==> src/rtl/cpu_ctrl_pkg.sv <==
// Shared constants for the multicycle CPU controller: opcodes, ALU codes,
// FSM state encoding, next-PC select codes and instruction classes.
package cpu_ctrl_pkg;

  localparam logic [5:0] OP_ADD  = 6'b000000;
  localparam logic [5:0] OP_SUB  = 6'b000001;
  localparam logic [5:0] OP_ADDI = 6'b000010;
  localparam logic [5:0] OP_OR   = 6'b010000;
  localparam logic [5:0] OP_AND  = 6'b010001;
  localparam logic [5:0] OP_ORI  = 6'b010010;
  localparam logic [5:0] OP_SW   = 6'b100110;
  localparam logic [5:0] OP_LW   = 6'b100111;
  localparam logic [5:0] OP_BEQ  = 6'b110000;
  localparam logic [5:0] OP_J    = 6'b111000;
  localparam logic [5:0] OP_HALT = 6'b111111;

  localparam logic [2:0] ALU_ADD = 3'b000;
  localparam logic [2:0] ALU_SUB = 3'b001;
  localparam logic [2:0] ALU_OR  = 3'b011;
  localparam logic [2:0] ALU_AND = 3'b100;

  localparam logic [1:0] PC_SEQ = 2'b00;
  localparam logic [1:0] PC_BR  = 2'b01;
  localparam logic [1:0] PC_JMP = 2'b10;

  typedef enum logic [3:0] {
    S_IF     = 4'd0,
    S_ID     = 4'd1,
    S_EXE_AL = 4'd2,
    S_EXE_LS = 4'd3,
    S_EXE_BR = 4'd4,
    S_MEM    = 4'd5,
    S_WB_AL  = 4'd6,
    S_WB_LD  = 4'd7,
    S_HALT   = 4'd8
  } state_e;

  typedef enum logic [2:0] {
    CLS_NOP  = 3'd0,
    CLS_ALU  = 3'd1,
    CLS_LW   = 3'd2,
    CLS_SW   = 3'd3,
    CLS_BR   = 3'd4,
    CLS_J    = 3'd5,
    CLS_HALT = 3'd6
  } cls_e;

endpackage

==> src/rtl/ctrl_decode.sv <==
// Combinational opcode decoder: ALU controls, datapath selects and the
// instruction class that steers the sequencing FSM.
module ctrl_decode
  import cpu_ctrl_pkg::*;
(
  input  logic [5:0] opcode,
  output logic [2:0] ALUFlag,
  output logic       ALUSrcB,
  output logic       ExtSel,
  output logic       RegDst,
  output logic       DBDataSrc,
  output cls_e       cls
);

  always_comb begin
    ALUFlag   = ALU_ADD;
    ALUSrcB   = 1'b0;
    ExtSel    = 1'b1;
    RegDst    = 1'b0;
    DBDataSrc = 1'b0;
    cls       = CLS_NOP;
    case (opcode)
      OP_ADD:  begin cls = CLS_ALU; RegDst = 1'b1; end
      OP_SUB:  begin cls = CLS_ALU; RegDst = 1'b1; ALUFlag = ALU_SUB; end
      OP_ADDI: begin cls = CLS_ALU; ALUSrcB = 1'b1; end
      OP_OR:   begin cls = CLS_ALU; RegDst = 1'b1; ALUFlag = ALU_OR; end
      OP_AND:  begin cls = CLS_ALU; RegDst = 1'b1; ALUFlag = ALU_AND; end
      OP_ORI:  begin cls = CLS_ALU; ALUSrcB = 1'b1; ALUFlag = ALU_OR; ExtSel = 1'b0; end
      OP_SW:   begin cls = CLS_SW; ALUSrcB = 1'b1; end
      OP_LW:   begin cls = CLS_LW; ALUSrcB = 1'b1; DBDataSrc = 1'b1; end
      OP_BEQ:  begin cls = CLS_BR; ALUFlag = ALU_SUB; end
      OP_J:    cls = CLS_J;
      OP_HALT: cls = CLS_HALT;
      default: cls = CLS_NOP;
    endcase
  end

endmodule

==> src/rtl/multicycle_ctrl.sv <==
// Multicycle CPU control FSM: sequences IF/ID/EXE/MEM/WB and decodes the
// per-state enables; ALU fields come straight from the opcode decoder.
module multicycle_ctrl
  import cpu_ctrl_pkg::*;
(
  input  logic       clk,
  input  logic       reset,
  input  logic [5:0] opcode,
  input  logic       zero,
  output logic       PCWre,
  output logic       IRWre,
  output logic       ALUSrcB,
  output logic [2:0] ALUFlag,
  output logic       ExtSel,
  output logic       RegDst,
  output logic       RegWre,
  output logic       DBDataSrc,
  output logic       mRD,
  output logic       mWR,
  output logic [1:0] PCSrc,
  output logic       halted
);

  state_e state_q, state_d;
  cls_e   cls;

  ctrl_decode u_decode (
    .opcode    (opcode),
    .ALUFlag   (ALUFlag),
    .ALUSrcB   (ALUSrcB),
    .ExtSel    (ExtSel),
    .RegDst    (RegDst),
    .DBDataSrc (DBDataSrc),
    .cls       (cls)
  );

  always_comb begin
    state_d = state_q;
    case (state_q)
      S_IF: state_d = S_ID;
      S_ID: begin
        case (cls)
          CLS_ALU:        state_d = S_EXE_AL;
          CLS_LW, CLS_SW: state_d = S_EXE_LS;
          CLS_BR:         state_d = S_EXE_BR;
          CLS_HALT:       state_d = S_HALT;
          default:        state_d = S_IF;
        endcase
      end
      S_EXE_AL: state_d = S_WB_AL;
      S_EXE_LS: state_d = S_MEM;
      S_EXE_BR: state_d = S_IF;
      S_MEM:    state_d = (cls == CLS_LW) ? S_WB_LD : S_IF;
      S_WB_AL:  state_d = S_IF;
      S_WB_LD:  state_d = S_IF;
      S_HALT:   state_d = S_HALT;
      default:  state_d = S_IF;
    endcase
  end

  always_ff @(posedge clk) begin
    if (reset) state_q <= S_IF;
    else       state_q <= state_d;
  end

  // Reset gates every enable combinationally so nothing fires in the reset cycle.
  always_comb begin
    PCWre  = 1'b0;
    IRWre  = 1'b0;
    RegWre = 1'b0;
    mRD    = 1'b0;
    mWR    = 1'b0;
    PCSrc  = PC_SEQ;
    if (!reset) begin
      case (state_q)
        S_IF: IRWre = 1'b1;
        S_ID: begin
          if (cls == CLS_J) begin
            PCWre = 1'b1;
            PCSrc = PC_JMP;
          end else if (cls == CLS_NOP) begin
            PCWre = 1'b1;
          end
        end
        S_EXE_BR: begin
          PCWre = 1'b1;
          PCSrc = zero ? PC_BR : PC_SEQ;
        end
        S_MEM: begin
          if (cls == CLS_LW) begin
            mRD = 1'b1;
          end else begin
            mWR   = 1'b1;
            PCWre = 1'b1;
          end
        end
        S_WB_AL, S_WB_LD: begin
          RegWre = 1'b1;
          PCWre  = 1'b1;
        end
        default: ;
      endcase
    end
  end

  assign halted = (state_q == S_HALT);

endmodule
==> config.mk <==
export PLATFORM = sky130hd
export DESIGN_NAME = multicycle_ctrl
export DESIGN_NICKNAME = d
export VERILOG_FILES = /design/src/rtl/cpu_ctrl_pkg.sv /design/src/rtl/ctrl_decode.sv /design/src/rtl/multicycle_ctrl.sv
export SDC_FILE = /design/constraint.sdc
export NUM_CORES = 1
export LEC_CHECK = 0
export CAP_MARGIN = 20
export CORE_MARGIN = 2
export CORE_UTILIZATION = 40
export CTS_CLUSTER_SIZE = 20
export DETAILED_ROUTE_END_ITERATION = 16
export PLACE_DENSITY = 0.77
export SLEW_MARGIN = 20
export SYNTH_ARGS = -nofsm -noshare
export SYNTH_HDL_FRONTEND = slang
export SYNTH_SLANG_ARGS = --single-unit
export TNS_END_PERCENT = 50
==> constraint.sdc <==
create_clock -name clk -period 4.5 [get_ports clk]
set_input_delay 0.9 -clock clk [delete_from_list [all_inputs] [get_ports clk]]
set_output_delay 0.9 -clock clk [all_outputs]
set_load 0.01 [all_outputs]
[Yosys cells after proc, flatten, opt, wreduce, memory -nomap -nowiden]
Cells that the tools add are included.
Storage, ports and cells
  register bits after elaboration: 4
  bits in latches: 0
  bits of input ports: 9
  bits in writable memories: 0
  word-level logic and storage cells: 63
  memories kept: 0
  ROM bits: 0
  output and inout bits: 15
Cells by class
  mux-type cells: 27
  order comparisons: 0
  $add $sub $neg: 0
  shifts and indexed selects: 0
  multipliers: 0
  eq/ne operators: 24
  reductions and logical operators: 11
  div/mod/pow operators: 0
  bitwise logic cells: 0
Operators by type and width (number)
  $eq A6 B6 Y1 const B: 5
  $pmux W4 S6: 1
  $eq A6 B5 Y1 const B: 3
  $mux W1: 18
  $pmux W3 S6: 1
  $eq A4 B3 Y1 const B: 4
  $pmux W4 S4: 1
  $eq A3 B3 Y1 const B: 3
  $pmux W3 S3: 1
  $eq A4 B2 Y1 const B: 2
  $reduce_or A2 Y1: 4
  $reduce_or A4 Y1: 2
  $eq A3 B2 Y1 const B: 2
  $eq A6 B1 Y1 const B: 1
  $eq A6 B2 Y1 const B: 1
  $logic_not A6 Y1: 1
  $reduce_or A6 Y1: 1
  $eq A4 B1 Y1 const B: 1
  $eq A4 B4 Y1 const B: 1
  $logic_not A4 Y1: 1
  $mux W2: 2
  $pmux W2 S2: 1
  $eq A3 B1 Y1 const B: 1
  $logic_not A3 Y1: 1
  3 further kinds: 3

[Depth between registers and ports, before layout]
Gate-level depths: netlist of the first run.
  word-level depth: 8
  depth in mapped cells: 5
  mapped depth without buffers: 4

[Modules after synthesis]
From an unflattened synthesis of the first run, not the netlist that was laid out.
Unflattened totals
  cell total of the unflattened synthesis: 80
  area total of the unflattened synthesis: 616.8 sq um
By module, submodules not included
  multicycle_ctrl: instances 1, seq. area each 80.1 sq um, cells each 48, area each 376.6 sq um
  ctrl_decode: instances 1, seq. area each 0.0 sq um, cells each 32, area each 240.2 sq um

[Worst setup path after synthesis of the first run]
No wires, ideal clock.
  kind: in2out
  start: input opcode[4]
  end: output PCWre
  arrival time: 2089 ps
  buffers on the path: 1
  cell stages on the path: 5
  setup slack: 1511 ps
  data required time: 3600 ps
  cell sequence: clkbuf_1 or4bb_1 a211oi_1 o211ai_1 nand3_1
Between the ends
  cells in the longest elaborated chain, start to end: 8
  elaborated cells on any way between the ends: 21
  those cells by class: eq/ne: 12; mux: 6; reduce/logical: 3
RTL lines
  from (decl): RTL line multicycle_ctrl.sv:8  | input logic [5:0] opcode,
  $eq A6 B1 Y1, or another cell as far along: RTL line ctrl_decode.sv:22  | case (opcode)
  $reduce_or A6 Y1 (no source line)
  $pmux W3 S6 (*): RTL line ctrl_decode.sv:22
  $logic_not A3 Y1: RTL line multicycle_ctrl.sv:81  | end else if (cls == CLS_NOP) begin
  $mux W1: RTL line multicycle_ctrl.sv:81
  $mux W1: RTL line multicycle_ctrl.sv:78  | if (cls == CLS_J) begin
  $pmux W1 S3 (*): RTL line multicycle_ctrl.sv:75  | case (state_q)
  $mux W1 (*): RTL line multicycle_ctrl.sv:74  | if (!reset) begin
  to (decl): RTL line multicycle_ctrl.sv:10  | output logic PCWre,
Mark *: on every way between the ends. The rest lies on a longest branch, timed or not.

[Final worst setup path of the first run]
  start: input opcode[1]
  end: output PCWre
Same word-level chain as after synthesis.

==> impl_metrics.tcl, run 1 <==
set metrics [dict create \
    outcome "finished clean" \
    yosys.area_share.simple_pct 48.39 \
    cp.required_ps 3600 \
    synth.most_common_cell "nand2_1" \
    drt_iter0_drc 42 \
    holdWs_ps 632.4 \
    clock-root-buffer "clkbuf_4" \
    cts_buffers 3 \
    synth-seq-area-share_pct 13.70 \
    period_share_pct 90.82 \
    clk_path_buf_depth 2 \
    post-place-ws_ps 439.9 \
    syn_area_per_cell_um2 6.874 \
    die_w_um 42.22 \
    cts_resized 0 \
    ant_nets 0 \
    fin_cells 120 \
    finalNetCount 116 \
    die_y_um 42.22 \
    first_pass_iters 4 \
    p_leak_uw 0.0002904 \
    clkSinkCount 4 \
    clkLatencyLatePin_ps 240 \
    cts_setup_buffers 0 \
    r2r_slack_ps 2930 \
    ys_warn_count 0 \
    diodes 0 \
    synth_ff_type "dfxtp_1" \
    top_regs "state_q (4)" \
    synth.cells.most_frequent "nand2_1 (8), nor2_1 (7), clkbuf_1 (6)" \
    drc_errors 0 \
    grt_use_total_pct 18.65 \
    grt_pass1_vias 598 \
    rsz0062_at_grt "no" \
    start_kind "input port" \
    synthAdderAreaFrac_pct 0 \
    grt_pass1_wl_mm 2.615 \
    cts_tree "built" \
    vias 743 \
    wirelength_mm 1.632 \
    fin_setup_tns_ps 0 \
    power_density_mw_per_mm2 161.5 \
    synth_top_area_cell "dfxtp_1" \
    arrival_ps 3190 \
    port-buffer-count 23 \
    initial_utilization_pct 43.81 \
    gp_congestion 0.8267 \
    clkTransAtPathRegs_ps 40 \
    htree_levels 1 \
    fin_worst_skew_ps 9.543 \
    synth-xor-area-share_pct 0 \
    synthToLayoutAreaGrowth_pct 42.40 \
    tightest_slew_ps 584.4 \
    maxSlewViolCount 0 \
    setup_ws_ps 413.0 \
    dp_cells 117 \
    vdd_ir_drop_max_mv 0.1028 \
    ctsHoldBuffers 0 \
    hold_class "flip-flop to flip-flop" \
    rows 13 \
    critPathKind "input port to output pin" \
    antenna_found_initial 0 \
    synth_area_um2 584.3 \
    synth.distinct_cells 39 \
    endpoint_kind "output pin" \
    min_period_ps 4087 \
    cap_violations 0 \
    top_register "state_q" \
    synth_top_family_by_area "simple AND/OR/NAND/NOR gates" \
    ys_top_cells_by_area "dfxtp_1 (14%), nand2_1 (5.1%), nor3b_1 (5.1%), nor2_1 (4.5%), a21oi_1 (4.3%)" \
    drive_gt1_share_pct 12.38 \
    viasPerCell 6.192 \
    synth_cells 85 \
    post-dp-hpwl_mm 1.244 \
    max_slew_margin_pct 60.94 \
    largest_register_ffs 4 \
    wl_per_cell_um 13.60 \
    grt_max_degree 15 \
    num_io_pins 24 \
    setup_viol 0 \
    synth_edf_count 0 \
    dieArea_mm2 0.001783 \
    cp_max_fo 14 \
    max_freq_mhz 244.7 \
    grt.overflow.total 0 \
    ys_ff_latch 4 \
    synth_nets 94 \
    synth_compound_area_share_pct 27.41 \
    core_area_mm2 0.001334 \
    synth_top_area_share_pct 13.70 \
    hold_viol_final 0 \
    synthMuxAreaShare_pct 1.927 \
    ys_async_sr_fraction_pct 0 \
]
==> through the flow <==
step | instance area (um^2) | total power (uW) | utilization (%)
after global placement | 809.5 | 86.85 | 60.69
after floorplan | 584.3 | 68.78 | -
final | 832.0 | 134.4 | 62.38
after CTS | 832.0 | 134.6 | 62.38
after global routing | 832.0 | 142.3 | 62.38
after detailed placement | 809.5 | 87.14 | 60.69
==> layout by cell type (no fill, tap or decap), types with 2 or more instances in the layout <==
cell type / n
clkdlybuf4s50_1: 23
nand2_1: 8
nor2_1: 7
a21oi_1: 5
nor3_1: 4
nor3b_1: 4
nand3_1: 4
dfxtp_1: 4
nand4_1: 3
inv_1: 3
clkbuf_4: 3
or2_2: 2
nor4b_1: 2
nor4_1: 2
a31oi_1: 2
or4bb_1: 2
a211o_1: 2
nand2b_1: 2
a21o_1: 2
buf_4: 2
==> critical path, cell delays in order <==
cell and delay [ps]:
clkdlybuf4s50_1 630, or4bb_1 570, a211oi_1 310, o211ai_1 140
nand3_1 110, clkdlybuf4s50_1 540
==> path summary, 6_finish.rpt <==
check,end,cells past startpoint,start
hold / removal,state_q[0],1,state_q[3]
hold reg to reg,state_q[0],1,state_q[3]
setup reg to reg,state_q[2],4,state_q[1]
setup / recovery,PCWre,6,opcode[1]
==> cell type report <==
| cell class | count | area, um^2 |
|---|---|---|
| Fill cell | 119 | 501.7 |
| Multi-Input combinational cell | 70 | 454.2 |
| Timing Repair Buffer | 25 | 245.2 |
| Sequential cell | 4 | 80.08 |
| Clock buffer | 3 | 22.52 |
| Tap cell | 15 | 18.77 |
| Inverter | 3 | 11.26 |
==> cell families after synthesis <==
family,count (synthesis)
simple gates,47
compound gates,22
buf+inv,11
flops,4
mux,1
==> layer usage <==
metal / GRT usage (%) / share of wire [%]
met5: 0 / 0
met4: 7.500 / 1.7
met3: 5.603 / 7.7
met2: 27.38 / 44
met1: 25.13 / 46
==> where the power goes <==
part / internal (uW) / total (uW) / switching [uW] / leakage [uW]
clock network: 30.0 / 46.8 / 16.9 / 0.0000138
logic: 23.7 / 47.2 / 23.5 / 0.000244
registers: 37.1 / 40.4 / 3.24 / 0.0000326
total: 90.8 / 134 / 43.6 / 0.000290
Power figures use the tool's default switching activity.
==> run 2, diff against run 1 <==
SLEW_MARGIN = not set   (was 20)
==> results of run 2 <==
Same layout as run 1: the final DEF is identical, and so are final timing and power.
